**src/rtl/dcache_ctrl.sv**
```systemverilog
// Direct-mapped write-back, write-allocate L1 data cache controller.
// Hits complete in the same cycle; misses stall through write-back and refill.
module dcache_ctrl #(
  parameter int INDEX_W = 4
) (
  input  logic         clk_i,
  input  logic         rst_i,
  input  logic         cpu_req_i,
  input  logic         cpu_we_i,
  input  logic [31:0]  cpu_addr_i,
  input  logic [31:0]  cpu_wdata_i,
  output logic [31:0]  cpu_rdata_o,
  output logic         cpu_stall_o,
  output logic         mem_req_o,
  output logic         mem_we_o,
  output logic [31:0]  mem_addr_o,
  output logic [255:0] mem_wdata_o,
  input  logic [255:0] mem_rdata_i,
  input  logic         mem_ack_i
);

  localparam int LINES = 1 << INDEX_W;
  localparam int TAG_W = 27 - INDEX_W;

  localparam logic [1:0] S_IDLE  = 2'd0;
  localparam logic [1:0] S_WB    = 2'd1;
  localparam logic [1:0] S_ALLOC = 2'd2;

  logic [1:0]       state;
  logic [1:0]       state_nx;
  logic [LINES-1:0] valid;
  logic [LINES-1:0] dirty;
  logic [TAG_W-1:0] tag_q  [LINES];
  logic [255:0]     data_q [LINES];

  logic [INDEX_W-1:0] idx;
  logic [TAG_W-1:0]   ctag;
  logic [2:0]         wsel;
  logic [7:0]         wbit;
  logic [255:0]       line;
  logic               st_wb;
  logic               st_alloc;
  logic               hit;
  logic               refill;

  assign idx  = cpu_addr_i[5+INDEX_W-1:5];
  assign ctag = cpu_addr_i[31:5+INDEX_W];
  assign wsel = cpu_addr_i[4:2];
  assign wbit = {wsel, 5'b0};
  assign line = data_q[idx];

  assign st_wb    = (state == S_WB);
  assign st_alloc = (state == S_ALLOC);

  assign hit = cpu_req_i & valid[idx]
             & (tag_q[idx] == ctag)
             & (state == S_IDLE);

  assign cpu_stall_o = cpu_req_i & ~hit;
  assign cpu_rdata_o = cpu_req_i ? line[wbit +: 32] : 32'h0;

  // Acks only count while a request is outstanding.
  assign refill = st_alloc & mem_ack_i;

  always_comb begin
    state_nx = state;
    unique case (state)
      S_IDLE: begin
        if (cpu_req_i & ~hit)
          state_nx = (valid[idx] & dirty[idx]) ? S_WB : S_ALLOC;
      end
      S_WB: begin
        if (mem_ack_i)
          state_nx = S_ALLOC;
      end
      S_ALLOC: begin
        if (mem_ack_i)
          state_nx = S_IDLE;
      end
      default: state_nx = S_IDLE;
    endcase
  end

  always_comb begin
    mem_req_o   = 1'b0;
    mem_we_o    = 1'b0;
    mem_addr_o  = 32'h0;
    mem_wdata_o = '0;
    unique case (1'b1)
      st_wb: begin
        mem_req_o   = 1'b1;
        mem_we_o    = 1'b1;
        mem_addr_o  = {tag_q[idx], idx, 5'b0};
        mem_wdata_o = line;
      end
      st_alloc: begin
        mem_req_o  = 1'b1;
        mem_addr_o = {ctag, idx, 5'b0};
      end
      default: ;
    endcase
  end

  always_ff @(posedge clk_i or negedge rst_i) begin
    if (!rst_i) begin
      state <= S_IDLE;
      valid <= '0;
      dirty <= '0;
    end else begin
      state <= state_nx;
      if (hit & cpu_we_i)
        dirty[idx] <= 1'b1;
      if (refill) begin
        valid[idx] <= 1'b1;
        dirty[idx] <= 1'b0;
      end
    end
  end

  // Tag and data arrays carry no reset; valid gates their use.
  always_ff @(posedge clk_i) begin
    if (hit & cpu_we_i)
      data_q[idx][wbit +: 32] <= cpu_wdata_i;
    if (refill) begin
      data_q[idx] <= mem_rdata_i;
      tag_q[idx]  <= ctag;
    end
  end

endmodule

```
**config.mk**
```make
export PLATFORM = sky130hd
export DESIGN_NAME = dcache_ctrl
export DESIGN_NICKNAME = d
export VERILOG_FILES = /design/src/rtl/dcache_ctrl.sv
export SDC_FILE = /design/constraint.sdc
export NUM_CORES = 2
export LEC_CHECK = 0
export ABC_AREA = 1
export BUFFER_PORTS_ARGS = -buffer_cell sky130_fd_sc_hd__buf_4
export CAP_MARGIN = 20
export CORE_ASPECT_RATIO = 0.7
export CORE_MARGIN = 1
export CORE_UTILIZATION = 30
export CTS_CLUSTER_SIZE = 25
export DETAILED_ROUTE_END_ITERATION = 10
export GPL_TIMING_DRIVEN = 1
export RECOVER_POWER = 100
export SLEW_MARGIN = 40
export SYNTH_ARGS = -nofsm -noshare
export SYNTH_HDL_FRONTEND = slang
export SYNTH_MEMORY_MAX_BITS = 65536
export SYNTH_SLANG_ARGS = --single-unit
```
**constraint.sdc**
```tcl
create_clock -name clk_i -period 4.1 [get_ports clk_i]
set_input_delay 0.41 -clock clk_i [delete_from_list [all_inputs] [get_ports clk_i]]
set_output_delay 0.41 -clock clk_i [all_outputs]
set_load 0.03 [all_outputs]
```
==> impl_metrics.tcl <==
set metrics [dict create \
    path_common_cell "buf_4" \
    vias_per_cell 5.46 \
    num_rows 233 \
    crit-reg2reg-capture "data_q[10][168]" \
    finClkSkew_ns 0.0959 \
    syn-cell-area_um2 174000 \
    synth_cell_types 36 \
    die_area_um2 582000 \
    ios 648 \
    met2_usage_pct 33.6 \
    root_buffer "clkbuf_16" \
    drc 0 \
    nets 14137 \
    hp-class "primary input to flip-flop" \
    crit-reg2reg-launch "state[0]" \
    synth_edf_count 4464 \
    place_area_um2 204000 \
    grt_pass1_vias 110969 \
    die_h_um 639 \
    grt_start_max_net_pins 104 \
    critical_path_buf_inv_count 6 \
    clock-sinks 4498 \
    tightest_slew_ns 2.69 \
    dpl.hpwl_um 468000 \
    setup_violations 38 \
    clockBufferDepth 4 \
    min_to "data_q[13][60]" \
    drtAntennaViolNets 0 \
    vdd_drop_max_mv 0.405 \
    post-route-period-util_pct 103 \
    cp_max_fo 15 \
    synth_top_flop_cell "edfxtp_1" \
    synth_area_leaders "edfxtp_1 77%, a22oi_1 8.8%, nand2_1 4.1%" \
    rsz0062_at_grt "true" \
    rrSetupSlack_ns -0.05 \
    async_flop_share_pct 0.756 \
    path_class "primary input to primary output" \
    grt_overflow 0 \
    antenna_found_initial 53 \
    max_slew_margin_pct -79.5 \
    synth_top_area_cell "edfxtp_1" \
    hold_viol_final 0 \
    synth_cells 11836 \
    via_count 119314 \
    synth_top_area_share_pct 77.1 \
    core_area_um2 576000 \
    cts_buffers 440 \
    port_buffers 640 \
    cp_data_required_time_ns 3.69 \
    grt_busiest_layer "met2" \
    finish.utilization_pct 37.3 \
    cp-startpoint "cpu_addr_i[6]" \
    grt_use_total_pct 22.6 \
    synth-seq-area-share_pct 77.6 \
    globalRouteMet3Util_pct 5.50 \
    timing.fmax_mhz 236 \
    area_growth_pct 23.6 \
    finalPower_mw 109 \
    power.density_nw_per_um2 508 \
    yosys-top-cells-count "4464 x edfxtp_1, 2048 x a22oi_1, 1897 x nand2_1" \
    start_util_pct 30.2 \
    leakage_nw 73.2 \
    reg2reg_depth 7 \
    drv_cap 13 \
    crit_slowest_cell "nand3_1" \
    fin_ws_ns -0.142 \
    fin_crit_ns 4.24 \
    drt-total-wl_um 689000 \
    crit_family "simple AND/OR/NAND/NOR gates" \
    status "complete, but fails checks" \
    gp_congestion 0.985 \
    hold_depth 4 \
    slew_viol_final 351 \
    cp-start-kind "primary input" \
    ys_seq_elements 4498 \
    cp_data_arrival_time_ns 3.83 \
    cts_tree "built" \
    synthMostInstantiatedCell "edfxtp_1" \
    slowest_delay_ns 0.36 \
    holdWs_ns 0.0530 \
    path_cells "buf_4 -> nor2_4 -> buf_16 -> buf_12 -> buf_12 -> buf_4 -> a22oi_1 -> a21oi_1 -> nor4_4 -> nand2_1 -> nand3_1 -> nand3_2 -> nand2_1 -> nor2_2 -> buf_4" \
    dr.pass1.iters 11 \
    routedWlPerCell_um 31.5 \
    min_from "mem_rdata_i[60]" \
    violations "max-capacitance violations, max-slew violations, negative setup slack" \
    clk_latency_ns 1.08 \
    final.setup.tns_ns -1.34 \
    clkSlewWorstSetupHoldPaths_ns 0.06 \
    syn_area_per_cell_um2 14.7 \
    yosys_warnings 0 \
    die_w_um 912 \
    h-tree-depth 5 \
    worst_setup_path_end_kind "primary output" \
    fin_area_um2 215000 \
    drt_iter0_drc 17563 \
    drive_gt1_share_pct 20.5 \
    grt_pass1_wl_um 925000 \
    grt_use_met1_pct 28.6 \
]
[sequential cells by signal, summed over array words and instances, names as in the netlist]
signal  cells
state       2
tag_q     368
data_q   4096
dirty      16
valid      16
[metrics by stage]
stage                     worst slack [ns]  instances
after global routing               -0.0495      21821
after detailed placement            -0.466      20853
after global placement              -0.693      20849
final                               -0.142      21855
after CTS                          -0.0470      21803
after floorplan                     -0.426      11840
[how the worst max path moves through the flow]
stage / end / slack (ns) / cells after the start
after global routing: cpu_rdata_o[8] / -0.05 / 18
final: cpu_rdata_o[13] / -0.14 / 15
after CTS: cpu_rdata_o[8] / -0.05 / 11
after global placement: cpu_rdata_o[22] / -0.69 / 15
after floorplan: data_q[10][160] / -0.43 / 10
after detailed placement: cpu_rdata_o[8] / -0.47 / 18
[timing repair]
action / in CTS / in global routing
pin swaps: 1 / 3
resized for setup: 32 / 38
setup endpoints to repair: 14 / 23
endpoints found under the hold margin: 2189 / 0
hold buffers: 143 / 0
buffers inserted: 0 / 3
[cell families (layout without fill, tap and decap cells)]
kind of cell | Yosys count | after routing | share of synthesized area, %
simple gates | 2867 | 2867 | 6.90
other cells | 1 | 54 | 0.00216
compound gates | 3482 | 3482 | 13.0
buf+inv | 978 | 3307 | 2.40
xor+xnor | 2 | 2 | 0.0101
flops | 4498 | 4498 | 77.6
fa+ha+maj | 8 | 8 | 0.0576
[final cells by class]
| type | instances | area (um2) |
|---|---|---|
| fill | 54250 | 361000 |
| sequential | 4498 | 135000 |
| multi-input combinational | 6364 | 36100 |
| timing repair buffer | 2358 | 19400 |
| clock buffer | 541 | 11500 |
| tap | 7637 | 9560 |
| clock inverter | 266 | 2620 |
| inverter | 142 | 609 |
| antenna | 49 | 123 |
[worst register-to-register path, delay by kind of cell (launching register included)]
family | cells | cell delay, ns
buf+inv | 3 | 1.72
simple gates | 2 | 0.76
compound gates | 1 | 0.74
flops | 1 | 0.40
fa+ha+maj | 1 | 0.21
[per-layer routing]
metal / part of all wire [%] / vias to the layer above
met1: 37 / 60264
met2: 43 / 7469
li1: - / 50078
met3: 11 / 1478
met4: 9.1 / 25
met5: 0.054 / -
[cells in the final DEF (no fill, tap or decap), drive strengths merged, types with 9 or more instances in the layout]
master | netlist | final
dlygate4sd3 | 0 | 142
or2 | 9 | 9
a21oi | 1095 | 1095
a22oi | 2048 | 2048
bufinv | 0 | 38
inv | 123 | 136
buf | 315 | 1679
o21ai | 329 | 329
diode | 0 | 49
edfxtp | 4464 | 4464
clkbuf | 521 | 1077
dfrtp | 34 | 34
nor3 | 14 | 14
nand3 | 271 | 271
nand4 | 45 | 45
nor4 | 224 | 224
nor2 | 403 | 403
clkinv | 19 | 215
clkinvlp | 0 | 19
nand2 | 1900 | 1900
[where the power goes]
group	switching, mW	internal, mW	leakage, nW
Combinational	11.5	3.80	24.2
Clock	17.8	22.4	6.85
Sequential	0.200	53.4	42.2
No activity file was read; power rests on OpenSTA's default activity.
